[config.mk]
export PLATFORM = sky130hd
export DESIGN_NAME = uart_aes_block_bridge
export DESIGN_NICKNAME = d
export VERILOG_FILES = /design/src/rtl/uart_aes_pkg.sv /design/src/rtl/uart_aes_block_fifo.sv /design/src/rtl/uart_aes_block_bridge.sv
export SDC_FILE = /design/constraint.sdc
export NUM_CORES = 1
export LEC_CHECK = 0
export BUFFER_PORTS_ARGS = -buffer_cell sky130_fd_sc_hd__buf_4
export CAP_MARGIN = 15
export CORE_AREA = 10 10 289 291
export DETAILED_ROUTE_END_ITERATION = 6
export DIE_AREA = 0 0 299 301
export GPL_ROUTABILITY_DRIVEN = 0
export PLACE_DENSITY = 0.65
export SLEW_MARGIN = 15
export SYNTH_ARGS = -nofsm -noshare
export SYNTH_HDL_FRONTEND = slang
export SYNTH_SLANG_ARGS = --single-unit
[constraint.sdc]
create_clock -name clk -period 6.05 [get_ports clk]
set_clock_uncertainty 0.05 [all_clocks]
set_input_delay 0.3025 -clock clk [delete_from_list [all_inputs] [get_ports clk]]
set_output_delay 0.3025 -clock clk [all_outputs]
set_load 0.005 [all_outputs]
[src/rtl/uart_aes_pkg.sv]
// Shared constants for the UART <-> AES block bridge: block geometry, FSM encoding, default key.
package uart_aes_pkg;

  localparam int BLOCK_BYTES = 16;
  localparam int BLOCK_W     = 128;

  localparam logic [1:0] ST_COLLECT = 2'd0;
  localparam logic [1:0] ST_HOLD    = 2'd1;
  localparam logic [1:0] ST_ISSUE   = 2'd2;
  localparam logic [1:0] ST_WAIT    = 2'd3;

  localparam logic [BLOCK_W-1:0] DEFAULT_KEY_C = 128'h5468617473206d79204b756e67204675;

  typedef logic [BLOCK_W-1:0] block_t;

endpackage

[src/rtl/uart_aes_block_fifo.sv]
// Result block FIFO, DEPTH x W; pointers carry one extra wrap bit so full and empty differ.
module uart_aes_block_fifo #(
  parameter int DEPTH = 4,
  parameter int W     = 128
) (
  input  logic                     clk,
  input  logic                     rst_n,
  input  logic                     push,
  input  logic [W-1:0]             wdata,
  input  logic                     pop,
  output logic [W-1:0]             rdata,
  output logic [$clog2(DEPTH):0]   count,
  output logic                     empty
);

  localparam int AW = $clog2(DEPTH);

  logic [W-1:0]  mem [DEPTH];
  logic [AW:0]   wr_ptr;
  logic [AW:0]   rd_ptr;

  always_ff @(posedge clk) begin
    if (!rst_n) begin
      wr_ptr <= '0;
      rd_ptr <= '0;
    end else begin
      if (push) wr_ptr <= wr_ptr + (AW+1)'(1);
      if (pop)  rd_ptr <= rd_ptr + (AW+1)'(1);
    end
  end

  always_ff @(posedge clk) begin
    if (push) mem[wr_ptr[AW-1:0]] <= wdata;
  end

  assign rdata = mem[rd_ptr[AW-1:0]];
  assign count = wr_ptr - rd_ptr;
  assign empty = (count == '0);

endmodule

[src/rtl/uart_aes_block_bridge.sv]
// Byte stream <-> AES block bridge with run-time key, direction and buffered results.
// Define UART_AES_CBC_EN to add CBC chaining; the default build is ECB.
//
// state   | meaning
// COLLECT | packing rx bytes into the block register
// HOLD    | block complete, waiting for result space
// ISSUE   | one-cycle aes_start, block and direction on the core inputs
// WAIT    | core busy; result pushed on aes_done
module uart_aes_block_bridge
  import uart_aes_pkg::*;
#(
  parameter int     OUT_DEPTH   = 4,
  parameter block_t DEFAULT_KEY = DEFAULT_KEY_C,
  parameter block_t CBC_IV      = '0
) (
  input  logic               clk,
  input  logic               rst_n,
  input  logic [7:0]         rx_byte,
  input  logic               rx_valid,
  output logic [7:0]         tx_byte,
  output logic               tx_valid,
  input  logic               tx_ready,
  input  logic               key_wr,
  input  logic [BLOCK_W-1:0] key_wdata,
  input  logic               mode_dec,
  input  logic               flush,
  output logic [BLOCK_W-1:0] aes_din,
  output logic [BLOCK_W-1:0] aes_key,
  output logic               aes_dec,
  output logic               aes_start,
  input  logic [BLOCK_W-1:0] aes_dout,
  input  logic               aes_done,
  output logic               busy,
  output logic               overrun,
  output logic               key_err
);

  localparam int CW = $clog2(OUT_DEPTH);

  logic [1:0]  state;
  logic [3:0]  byte_cnt;
  block_t      block_q;
  block_t      key_q;
  logic        dec_q;
  block_t      tx_sh;
  logic [3:0]  tx_cnt;
  logic        tx_active;

  logic [CW:0]   fifo_count;
  logic          fifo_empty;
  block_t        fifo_rdata;
  block_t        push_data;
  block_t        din_calc;
  logic          push;
  logic          pop;
  logic          inflight;
  logic          dec_now;
  logic          space;
  logic          last_byte;
  logic [CW+1:0] occ;

  assign inflight  = (state == ST_ISSUE) || (state == ST_WAIT);
  assign dec_now   = (state == ST_ISSUE) ? mode_dec : dec_q;
  assign last_byte = (byte_cnt == 4'(BLOCK_BYTES-1));

  // The block held by the serialiser still counts against capacity.
  assign occ   = {1'b0, fifo_count} + (CW+2)'(inflight) + (CW+2)'(tx_active);
  assign space = (occ < (CW+2)'(OUT_DEPTH));

  assign push = (state == ST_WAIT) && aes_done;
  assign pop  = !fifo_empty && (!tx_active || (tx_ready && tx_cnt == 4'(BLOCK_BYTES-1)));

`ifdef UART_AES_CBC_EN
  block_t chain_q;

  assign din_calc  = dec_now ? block_q : (block_q ^ chain_q);
  assign push_data = dec_q ? (aes_dout ^ chain_q) : aes_dout;

  always_ff @(posedge clk) begin
    if (!rst_n)     chain_q <= CBC_IV;
    else if (flush) chain_q <= CBC_IV;
    else if (push)  chain_q <= dec_q ? block_q : aes_dout;
  end
`else
  assign din_calc  = block_q;
  // CBC_IV has no role in ECB; the masked term only keeps the parameter referenced.
  assign push_data = aes_dout | (CBC_IV & '0);
`endif

  always_ff @(posedge clk) begin
    if (!rst_n) begin
      state    <= ST_COLLECT;
      byte_cnt <= '0;
      block_q  <= '0;
      key_q    <= DEFAULT_KEY;
      dec_q    <= 1'b0;
      overrun  <= 1'b0;
      key_err  <= 1'b0;
    end else begin
      if (rx_valid && !flush && state != ST_COLLECT) overrun <= 1'b1;
      if (key_wr) begin
        if (state == ST_COLLECT && byte_cnt == '0) key_q <= key_wdata;
        else                                       key_err <= 1'b1;
      end
      case (state)
        ST_COLLECT: begin
          if (flush) begin
            byte_cnt <= '0;
          end else if (rx_valid) begin
            block_q <= {block_q[BLOCK_W-9:0], rx_byte};
            if (last_byte) state <= space ? ST_ISSUE : ST_HOLD;
            else           byte_cnt <= byte_cnt + 4'd1;
          end
        end
        ST_HOLD:  if (space) state <= ST_ISSUE;
        ST_ISSUE: begin
          byte_cnt <= '0;
          dec_q    <= mode_dec;
          state    <= ST_WAIT;
        end
        ST_WAIT:  if (aes_done) state <= ST_COLLECT;
        default:  state <= ST_COLLECT;
      endcase
    end
  end

  always_ff @(posedge clk) begin
    if (!rst_n) begin
      tx_sh     <= '0;
      tx_cnt    <= '0;
      tx_active <= 1'b0;
    end else if (pop) begin
      tx_sh     <= fifo_rdata;
      tx_cnt    <= '0;
      tx_active <= 1'b1;
    end else if (tx_active && tx_ready) begin
      if (tx_cnt == 4'(BLOCK_BYTES-1)) begin
        tx_active <= 1'b0;
      end else begin
        tx_sh  <= {tx_sh[BLOCK_W-9:0], 8'h00};
        tx_cnt <= tx_cnt + 4'd1;
      end
    end
  end

  uart_aes_block_fifo #(
    .DEPTH (OUT_DEPTH),
    .W     (BLOCK_W)
  ) u_fifo (
    .clk   (clk),
    .rst_n (rst_n),
    .push  (push),
    .wdata (push_data),
    .pop   (pop),
    .rdata (fifo_rdata),
    .count (fifo_count),
    .empty (fifo_empty)
  );

  assign aes_start = (state == ST_ISSUE);
  assign aes_din   = inflight ? din_calc : '0;
  assign aes_dec   = inflight & dec_now;
  assign aes_key   = key_q;
  assign tx_byte   = tx_sh[BLOCK_W-1 -: 8];
  assign tx_valid  = tx_active;
  assign busy      = (state != ST_COLLECT) || !fifo_empty || (byte_cnt != '0);

endmodule

==> results.md, run 1 <==
* Post-CTS Resized at 0
* Via count at 23,600
* Multi-input gate area at 0.0104 mm²
* Crit path arrival time at 4390 ps
* Final Critical Period at 3900 ps
* P_int at 11,700 µW
* CTS root buf: clkbuf_16
* Max-slew headroom at 21.7%
* Clock share of power at 34.5%
* Worst-Skew Late Latency at 640 ps
* Reg power frac at 45.4%
* Flops & latches, synth at 918
* Max cap viols at 0
* Critical path fanouts, max at 78
* Final Cycle Share at 64.5%
* Share of cells above drive strength 1 at 24.0%
* # DRC at 0
* CTS Hold Bufs at 269
* # setup viols final at 0
* RSZ-0062 raised after global routing: no
* CP max stage cell: nor4bb_1
* Clock-pin slew on the worst setup and hold paths at 60 ps
* Hold/Removal Path Class: in2reg
* Worst Max-Slew Pin Slew at 1160 ps
* CORE AREA at 0.0773 mm²
* Critical Path End Type: flop
* Synth-to-layout area growth at 30.4%
* Syn. warnings at 0
* Clock Path Buffers at 3
* Top cell type's share of synthesized area at 44.3%
* Tot Pwr at 16,200 µW
* Power Density at 357 mW/mm²
* Net Sw Power at 4410 µW
* Yosys top cell by area: edfxtp_1
* Post-CTS Setup Inserts at 0
* Total Die Area at 0.0900 mm²
* Count leader, synth: nand2_1
* TritonCTS clock tree: done
* Core Rows at 102
* Die width at 299 µm
* DR vias/cell at 5.23
* Clk sinks at 918
* Status: finished clean
* Leading post-synthesis cells by cell area: edfxtp_1 (44%), dfxtp_1 (23%), mux4_2 (8.3%)
* Chip height at 301 µm
* EDFF count, synth at 512
* Setup crit start: state[0]
* Initial antenna violation count at 21
* HPWL after DPL at 62,100 µm
* Worst path depth at 7
* Slowest stage delay, CP at 1040 ps
* Capturing point of the worst reg2reg path: aes_key[123]
* Post-synthesis sequential area ratio at 67.7%
* Buf/Inv on CP at 2
* Peak VDD IR at 278 µV
* Post-synthesis async set-or-reset flop share at 0%
* Synth cell count leaders: nand2_1 (534), edfxtp_1 (512), dfxtp_1 (406)
* P_leak at 0.0168 µW
* Port bufs at 541
* Final #Nets at 3,671
* CP Cell Sequence: inv_1 > ha_1 > nor4bb_1 > and2_4 > buf_4 > nand2_1 > a21oi_1
* Drt wl/cell at 21.3 µm
* Worst Setup EP: aes_key[123]
* Slew Viols, Final at 0
* CP delay by family, top: simple AND/OR/NAND/NOR gates
* Sw Ratio at 27.3%
* Most used DFF post-synth: edfxtp_1
* Count of different cell masters after synthesis at 45
* Mapped Nets at 2,938
* Comb pwr share at 20.1%
* DR pass1 iterations at 5
* # IOs at 542
* Post-Route WL at 96,300 µm
* Gate Count Post-Synth at 2,651
* # fillers at 6,116
* Max Clk Rate at 256 MHz
* Initial Util at 44.9%
* Count of final hold-check violations at 0
* First-pass GRT wire length at 146,000 µm
* Reg-to-reg critical path startpoint: state[0]
* Grt ovf at 0
* Pin count of the biggest net entering global routing at 129
* DR iter-0 viols at 1,468
* Storage cell area at 0.0235 mm²
* CP startpoint kind: flop
* Total GRT Usage at 20.6%
* Crit path kind: reg2reg
* CP Data Required Time at 6530 ps
* Worst R2R Path Depth at 7
* Post-Syn Area per Cell at 13.1 µm²
* Routed Antenna Nets at 0
* H-tree levels at 3
* Num CTS Buffers at 94
* Worst R2R Setup Slack at 2150 ps
* Final TNS setup at 0 ps
* Cell Area, Synth at 0.0347 mm²
* Number of global-route vias before repair at 24,400
cells in the final DEF (no fill, tap or decap), types with 123 or more instances in the layout:
| cell type | instances |
|---|---|
| buf_4 | 559 |
| a21oi_1 | 209 |
| edfxtp_1 | 512 |
| nor2_1 | 134 |
| mux4_2 | 128 |
| dfxtp_1 | 404 |
| dlygate4sd3_1 | 269 |
| mux2i_1 | 123 |
| nand2_1 | 533 |
| nor2b_1 | 132 |
layer usage:
| metal | GRT usage [%] | part of all wire [%] | vias up |
|---|---|---|---|
| met2 | 35.6 | 50 | 767 |
| met3 | 4.82 | 6.1 | 211 |
| met4 | 7.41 | 3.5 | 8 |
| met5 | 0 | 0.050 | - |
| li1 | - | - | 11000 |
| met1 | 25.0 | 40 | 11600 |
flip-flops by register name, indices dropped and copies added, names as in the netlist, 2 cells and up, named ones only:
| signal | cells |
|---|---|
| aes_key | 128 |
| block_q | 128 |
| byte_cnt | 4 |
| state | 2 |
| tx_cnt | 4 |
| tx_sh | 128 |
| u_fifo.mem | 512 |
| u_fifo.rd_ptr | 3 |
| u_fifo.wr_ptr | 3 |
how the worst min path moves through the flow:
stage,start,end,slack (ps),cells past startpoint
after floorplan,aes_dout[0],u_fifo.mem[0][0],350,0
after global routing,key_wr,key_err,20,4
after CTS,key_wr,key_err,10,4
after detailed placement,block_q[125],block_q[125],390,2
after global placement,block_q[125],block_q[125],390,2
final,key_wr,key_err,60,4
per-stage QoR:
stage | hold slack (ps) | utilization, % | instance area (µm²) | setup WS [ps] | std cells
3_3_place_gp | 390 | 51.2 | 39600 | 2780 | 4059
5_1_grt | 22.7 | 58.6 | 45300 | 1950 | 4514
3_5_place_dp | 395 | 51.2 | 39600 | 2290 | 4059
4_1_cts | 10.4 | 58.5 | 45300 | 2250 | 4499
2_1_floorplan | 351 | - | 34700 | 1690 | 2651
6_report | 56.5 | 58.6 | 45300 | 2150 | 4515
area by class of cell:
cell class	instances	area share, %
Clock buffer	147	5.92
Antenna cell	16	0.0884
Timing Repair Buffer	834	15.5
Clock inverter	24	0.630
Sequential cell	918	51.9
Multi-Input combinational cell	1523	23.0
Tap cell	1040	2.87
Inverter	13	0.124
worst reg2reg max path, stage by stage, from the launching register on:
cell	delay, ps
dfxtp_1	340
inv_1	90
ha_1	430
nor4bb_1	1040
and2_4	660
buf_4	750
nand2_1	220
a21oi_1	220
cells by family after synthesis:
kind of cell	Yosys count	synth area share, %
xor gates and xnor gates	6	0.191
DFF	918	67.7
AOI/OAI and AO/OA	356	6.11
muxes	251	11.8
and+or+nand+nor	895	11.1
buffers and inverters	210	2.54
adders and majority gates	15	0.562
power by group through the flow:
stage	registers [µW]	logic [µW]	clock network [µW]
6_report	7340	3250	5570
5_1_grt	7380	3560	5930
4_1_cts	7340	3290	5690
3_5_place_dp	7470	3120	0
3_3_place_gp	7460	3040	0
2_1_floorplan	7270	2340	0
(Power assumes the default switching activity.)
==> run 2: changes to the inputs <==
ABC_AREA = 1   (was unset)
CORE_AREA = 10 10 296 298   (was 10 10 289 291)
DIE_AREA = 0 0 306 308   (was 0 0 299 301)
PLACE_DENSITY = 0.68   (was 0.65)
clock period = 3.4 ns   (was 6.05 ns; I/O delays follow)
==> results.md, run 2 <==
* Status: finished clean (unchanged)
* Placement Cell Area at 0.0412 mm² (was 0.0396 mm²)
* Hold Crit Start: aes_done (was key_wr)
* # fillers at 6,796 (was 6,116)
* DR iter-0 viols at 2,371 (was 1,468)
* CP delay by family, top: buffers and inverters (was simple AND/OR/NAND/NOR gates)
* P_leak at 0.0190 µW (was 0.0168 µW)
* Grt ovf at 0 (unchanged)
* Layout Cells excl Fill at 5,735 (was 4,515)
* Max Clk Rate at 348 MHz
* Share of cells above drive strength 1 at 16.0% (was 24.0%)
* Worst Max-Slew Pin Slew at 1110 ps (was 1160 ps)
* Port bufs at 541 (unchanged)
* Post-synthesis async set-or-reset flop share at 0% (unchanged)
* Leading post-synthesis cells by cell area: edfxtp_1 (42%), dfxtp_1 (22%), nand2_1 (13%) (was edfxtp_1 (44%), dfxtp_1 (23%), mux4_2 (8.3%))
* CTS root buf: clkbuf_16 (unchanged)
* Yosys top cell by area: edfxtp_1 (unchanged)
* Count of different cell masters after synthesis at 29 (was 45)
* Hold/Removal Path Class: in2reg (unchanged)
* Routed Antenna Nets at 0 (unchanged)
* Peak VDD IR at 973 µV (was 278 µV)
* Setup crit start: state[0] (unchanged)
* Post-CTS Setup Inserts at 0 (unchanged)
* Initial antenna violation count at 22 (was 21)
* DR vias/cell at 5.11 (was 5.23)
* Syn. warnings at 0 (unchanged)
* Critical Path End Type: primary output (was flop)
* Final TNS setup at 0 ps (unchanged)
* Count leader, synth: nand2_1 (unchanged)
* Pin count of the biggest net entering global routing at 156 (was 129)
* Flops & latches, synth at 918 (unchanged)
* Compound-Gate Fraction of Synth Area at 6.99% (was 6.11%)
* Total Die Area at 0.0942 mm² (was 0.0900 mm²)
* Most used DFF post-synth: edfxtp_1 (unchanged)
* Num CTS Buffers at 96 (was 94)
* Initial Util at 44.7% (was 44.9%)
* Storage cell area at 0.0235 mm² (unchanged)
* HPWL after DPL at 63,000 µm (was 62,100 µm)
* CORE AREA at 0.0816 mm² (was 0.0773 mm²)
* Critical path fanouts, max at 125 (was 78)
* Top cell type's share of synthesized area at 42.2% (was 44.3%)
* Cell area after layout at 0.0472 mm² (was 0.0453 mm²)
* Gate Count Post-Synth at 3,892 (was 2,651)
* Via count at 29,300 (was 23,600)
* Max-slew headroom at 26.1% (was 21.7%)
* EDFF count, synth at 512 (unchanged)
* CP max stage cell: buf_12 (was nor4bb_1)
* CP Cell Sequence: inv_1 > ha_1 > nor2_4 > buf_12 > nor2_1 > buf_4 (was inv_1 > ha_1 > nor4bb_1 > and2_4 > buf_4 > nand2_1 > a21oi_1)
* Slew Viols, Final at 0 (unchanged)
* Total GRT Usage at 21.4% (was 20.6%)
* Number of flip-flops under the largest register name at 512 (unchanged)
* # DRC at 0 (unchanged)
* Power Density at 715 mW/mm² (was 357 mW/mm²)
* Synth cell count leaders: nand2_1 (1,266), nand3_1 (557), edfxtp_1 (512) (was nand2_1 (534), edfxtp_1 (512), dfxtp_1 (406))
* Worst-Skew Late Latency at 650 ps (was 640 ps)
* Final Cycle Share at 84.6%
* Die width at 306 µm (was 299 µm)
* Final Critical Period at 2880 ps
* Post-Synth XOR/XNOR Area at 0.0480% (was 0.191%)
* Drt wl/cell at 18.4 µm (was 21.3 µm)
* Count of final hold-check violations at 0 (unchanged)
* Placed Cells at 5,261 (was 4,059)
* Core Rows at 105 (was 102)
* Crit path arrival time at 2660 ps (was 4390 ps)
* Commonest non-fill, non-tap cell in the layout: nand2_1 (was buf_4)
* Buf/Inv on CP at 3 (was 2)
* Final critical-path setup slack at 524 ps (was 2150 ps)
* Slowest stage delay, CP at 430 ps (was 1040 ps)
* Number of global-route vias before repair at 28,300 (was 24,400)
* Mux share of post-synthesis cell area at 0.0275% (was 11.8%)
* Clock Path Buffers at 3 (unchanged)
* RSZ-0062 raised after global routing: no (unchanged)
* Pre-CTS setup slack at 664 ps (was 2290 ps)
* H-tree levels at 3 (unchanged)
* Crit path kind: reg2out (was reg2reg)
* Clk sinks at 918 (unchanged)
* First-pass GRT wire length at 162,000 µm (was 146,000 µm)
* Post-Syn Area per Cell at 9.37 µm² (was 13.1 µm²)
* Chip height at 308 µm (was 301 µm)
* TritonCTS clock tree: done (unchanged)
* Synth Area in Simple Gates at 22.5% (was 11.1%)
* Post-synthesis sequential area ratio at 64.5% (was 67.7%)
* Max cap viols at 0 (unchanged)
* DR pass1 iterations at 7 (was 5)
* CP Data Required Time at 3180 ps (was 6530 ps)
* Largest family of logic cells by synthesized area: simple AND/OR/NAND/NOR gates (was multiplexers)
* Post-Route WL at 105,000 µm (was 96,300 µm)
* Reg-to-reg critical path startpoint: state[0] (unchanged)
* # setup viols final at 0 (unchanged)
* # IOs at 542 (unchanged)
* Most frequent cells in the layout: nand2_1 (1,265), buf_4 (568), nand3_1 (555) (was buf_4 (559), nand2_1 (533), edfxtp_1 (512))
* Multi-input gate area at 0.0111 mm² (was 0.0104 mm²)
* Adder and majority gate portion of the synthesized area at 0.535% (was 0.562%)
* Clock-pin slew on the worst setup and hold paths at 60 ps (about the same)
* Mapped Nets at 4,179 (was 2,938)
* Cell Area, Synth at 0.0365 mm² (was 0.0347 mm²)
* CP startpoint kind: flop (unchanged)
* Synth-to-layout area growth at 29.4% (was 30.4%)
* Final #Nets at 4,846 (was 3,671)
[run 2: changes by cell type after synthesis, sizes merged, moves of 93 or more]
| cell | change |
|---|---|
| a211oi | -121 |
| a21oi | +131 |
| buf | +93 |
| inv | +147 |
| mux2i | -122 |
| mux4 | -128 |
| nand2 | +733 |
| nand3 | +494 |
| nor2b | -131 |
| o21ai | +142 |
[run 2: power by group]
group | switching (µW) | internal, µW
Combinational | 6540 | 3420
Clock | 4340 | 6120
Sequential | 580 | 12700
Total | 11500 | 22300
[run 2: timing repair]
action,CTS,global route
hold buffers,270,0
endpoints found under the hold margin,691,0
resized for setup,0,0
setup endpoints to repair,0,0
[run 2: per-stage QoR]
step	util (%)	hold slack (ps)	power (µW)
finish	57.8	88.0	33700
global route	57.8	101	35700
CTS	57.8	36.1	33900
floorplan	-	219	20300
global placement	50.5	316	23000
detailed placement	50.5	321	23200
[run 2: path summary, 6_finish.rpt]
check	cells after the start	endpoint	slack [ps]
worst min-delay path	6	state[0]	90
worst min register to register	2	overrun	400
worst max register to register	9	aes_key[57]	570
worst max-delay path	6	aes_din[5]	520
[run 2: metal layers]
| layer | share of wire, % | track usage, % |
|---|---|---|
| met2 | 49 | 36.6 |
| met1 | 42 | 26.5 |
| met3 | 6.0 | 4.28 |
| met4 | 3.2 | 8.02 |
| met5 | 0.046 | 0 |
[run 2: tightest hold or removal path: cells and delay by family]
| family | cells | cell delay (ps) |
|---|---|---|
| AND/OR/NAND/NOR | 4 | 390 |
| buffers and inverters | 1 | 90 |
| AO/OA/AOI/OAI | 1 | 80 |
[run 2: area by class of cell]
class                           count  area share [%]
Sequential cell                   918            49.8
Multi-Input combinational cell   2523            23.5
Timing Repair Buffer              858            15.6
Clock buffer                      152            5.99
Tap cell                         1070            2.84
Inverter                          162            1.33
Clock inverter                     30           0.785
Antenna cell                       22           0.117
[run 2: cell families (layout without fill, tap and decap cells)]
logic type | Yosys count | count (layout)
AO/OA/AOI/OAI | 506 | 506
XOR/XNOR | 2 | 2
adder cells (fa/ha/maj) | 15 | 15
buffers and inverters | 451 | 1202
flip-flops | 918 | 918
multiplexers | 1 | 1
other | 0 | 22
AND/OR/NAND/NOR | 1999 | 1999
==> run 3: changes to the inputs <==
clock period = 2.64 ns   (was 3.4 ns; I/O delays follow)
==> results.md, run 3 (synthesis gave the netlist of run 2 again) <==
* Status: finished clean (unchanged)
* Final Cycle Share at 98.4%
* Clock-pin slew on the worst setup and hold paths at 60 ps (about the same)
* CTS root buf: clkbuf_16 (unchanged)
* Clk sinks at 918 (unchanged)
* Max-slew headroom at 38.9% (was 26.1%)
* CP max stage cell: fa_2 (was buf_12)
* Peak VDD IR at 810 µV (was 973 µV)
* Port bufs at 541 (unchanged)
* Slowest stage delay, CP at 360 ps (was 430 ps)
* Buf/Inv on CP at 3 (unchanged)
* Synth-to-layout area growth at 31.3% (was 29.4%)
* Post-Route WL at 107,000 µm (was 105,000 µm)
* Comb pwr share at 29.7% (was 29.5%)
* Final #Nets at 4,883 (was 4,846)
* Count of final hold-check violations at 0 (unchanged)
* Layout Cells excl Fill at 5,763 (was 5,735)
* Clock Path Buffers at 3 (unchanged)
* Placement Cell Area at 0.0416 mm² (was 0.0412 mm²)
* # setup viols final at 0 (unchanged)
* Die width at 306 µm (unchanged)
* Placed Cells at 5,280 (was 5,261)
* Cell area after layout at 0.0479 mm² (was 0.0472 mm²)
* DR vias/cell at 5.15 (was 5.11)
* Num CTS Buffers at 97 (was 96)
* First-pass GRT wire length at 163,000 µm (was 162,000 µm)
* Slew Viols, Final at 0 (unchanged)
* Worst-Skew Late Latency at 650 ps (about the same)
* Crit path arrival time at 2420 ps (was 2660 ps)
* Grt ovf at 0 (unchanged)
* DR pass1 iterations at 6 (was 7)
* Core Util, Final at 58.7% (was 57.8%)
* CP startpoint kind: flop (unchanged)
* Initial antenna violation count at 26 (was 22)
* Hold slack at 176 ps (was 88.0 ps)
* CP Cell Sequence: inv_4 > ha_4 > fa_2 > inv_2 > nand2_1 > nand2_1 > nand2_1 > nand2_2 > nand4_1 > buf_6 (was inv_1 > ha_1 > nor2_4 > buf_12 > nor2_1 > buf_4)
* Final TNS setup at 0 ps (unchanged)
* Number of global-route vias before repair at 28,500 (was 28,300)
* CORE AREA at 0.0816 mm² (unchanged)
* Hold/Removal Path Class: in2reg (unchanged)
* Commonest non-fill, non-tap cell in the layout: nand2_1 (unchanged)
* Critical path fanouts, max at 5 (was 125)
* Sw Ratio at 33.5% (was 34.0%)
* TritonCTS clock tree: done (unchanged)
* H-tree levels at 3 (unchanged)
* Reg power frac at 38.8% (was 39.5%)
* Pin count of the biggest net entering global routing at 133 (was 156)
* Power Density at 925 mW/mm² (was 715 mW/mm²)
* Routed Antenna Nets at 0 (unchanged)
* Drt wl/cell at 18.5 µm (was 18.4 µm)
* DR iter-0 viols at 2,454 (was 2,371)
* RSZ-0062 raised after global routing: yes (was no)
* Clock share of power at 31.5% (was 31.0%)
* Final Critical Period at 2600 ps
* Total Die Area at 0.0942 mm² (unchanged)
* # IOs at 542 (unchanged)
* P_int at 29,500 µW (was 22,300 µW)
* Most frequent cells in the layout: nand2_1 (1,263), buf_4 (574), nand3_1 (555) (was nand2_1 (1,265), buf_4 (568), nand3_1 (555))
* P_leak at 0.0193 µW (was 0.0190 µW)
* CP most frequent cell: nand2_1
* Max cap viols at 0 (unchanged)
* CP Data Required Time at 2460 ps (was 3180 ps)
* # DRC at 0 (unchanged)
* Via count at 29,700 (was 29,300)
* Chip height at 308 µm (unchanged)
* Total GRT Usage at 21.5% (was 21.4%)
* Share of cells above drive strength 1 at 17.0% (was 16.0%)
* Initial Util at 44.7% (unchanged)
* Number of flip-flops under the largest register name at 512 (unchanged)
* Max Clk Rate at 385 MHz
* HPWL after DPL at 65,800 µm (was 63,000 µm)
* Net Sw Power at 14,900 µW (was 11,500 µW)
* Core Rows at 105 (unchanged)
* Critical Path End Type: primary output (unchanged)
* CP delay by family, top: simple AND/OR/NAND/NOR gates (was buffers and inverters)
* Crit path kind: reg2out (unchanged)
* Worst Max-Slew Pin Slew at 917 ps (was 1110 ps)
-- run 3: worst paths after layout --
check                                      start                 to  slack [ps]  cells past startpoint
worst max register to register  u_fifo.wr_ptr[0]          tx_sh[27]         160                     11
worst min register to register      block_q[122]       block_q[122]         400                      2
worst max-delay path            u_fifo.wr_ptr[0]               busy          40                     10
worst min-delay path                aes_dout[76]  u_fifo.mem[2][76]         180                      2
-- run 3: worst register-to-register path: stages (launching register included) --
cell and delay (ps):
dfxtp_2 350, inv_4 50, ha_4 150, fa_2 360, inv_2 70, buf_4 100, nand3_1 110, nand3_4 200
buf_12 370, nand3_1 360, nand2_1 110, a21oi_1 60
-- run 3: final cells by class --
cell class,count,area (µm²)
Timing Repair Buffer,893,7890
Sequential cell,918,23500
Multi-Input combinational cell,2524,11200
Clock buffer,135,2750
Inverter,162,629
Clock inverter,42,562
Tap cell,1070,1340
Fill cell,6801,33700
Antenna cell,19,47.5
-- run 3: power by group through the flow --
stage                     logic [µW]  clock network (µW)  registers (µW)
after global placement         12400                   0           17400
after detailed placement       12600                   0           17400
after floorplan                 9010                   0           17200
final                          13100               14000           17200
after CTS                      13100               14200           17200
after global routing           14800               14800           17300
-- run 3: timing repair --
action / 4_1_cts / 5_1_grt
pin swaps: 3 / 4
endpoints found under the hold margin: 703 / 0
resized for setup: 8 / 2
hold buffers: 279 / 0
setup buffers: 3 / 4
gates cloned: 0 / 1
endpoints found under the setup margin: 1 / 75
-- run 3: per-stage QoR --
stage          setup WS, ps  power, µW
6_report               42.0      44300
4_1_cts                5.83      44500
2_1_floorplan          -362      26200
3_3_place_gp            182      29800
5_1_grt               -45.9      46900
3_5_place_dp            145      30100
-- run 3: metal layers --
layer / global-route usage [%] / part of all wire, % / vias up
met5: 0 / 0.12 / -
met4: 8.32 / 3.4 / 20
met3: 4.54 / 6.7 / 214
met2: 36.3 / 49 / 1016
met1: 26.8 / 41 / 14000
li1: - / - / 14400
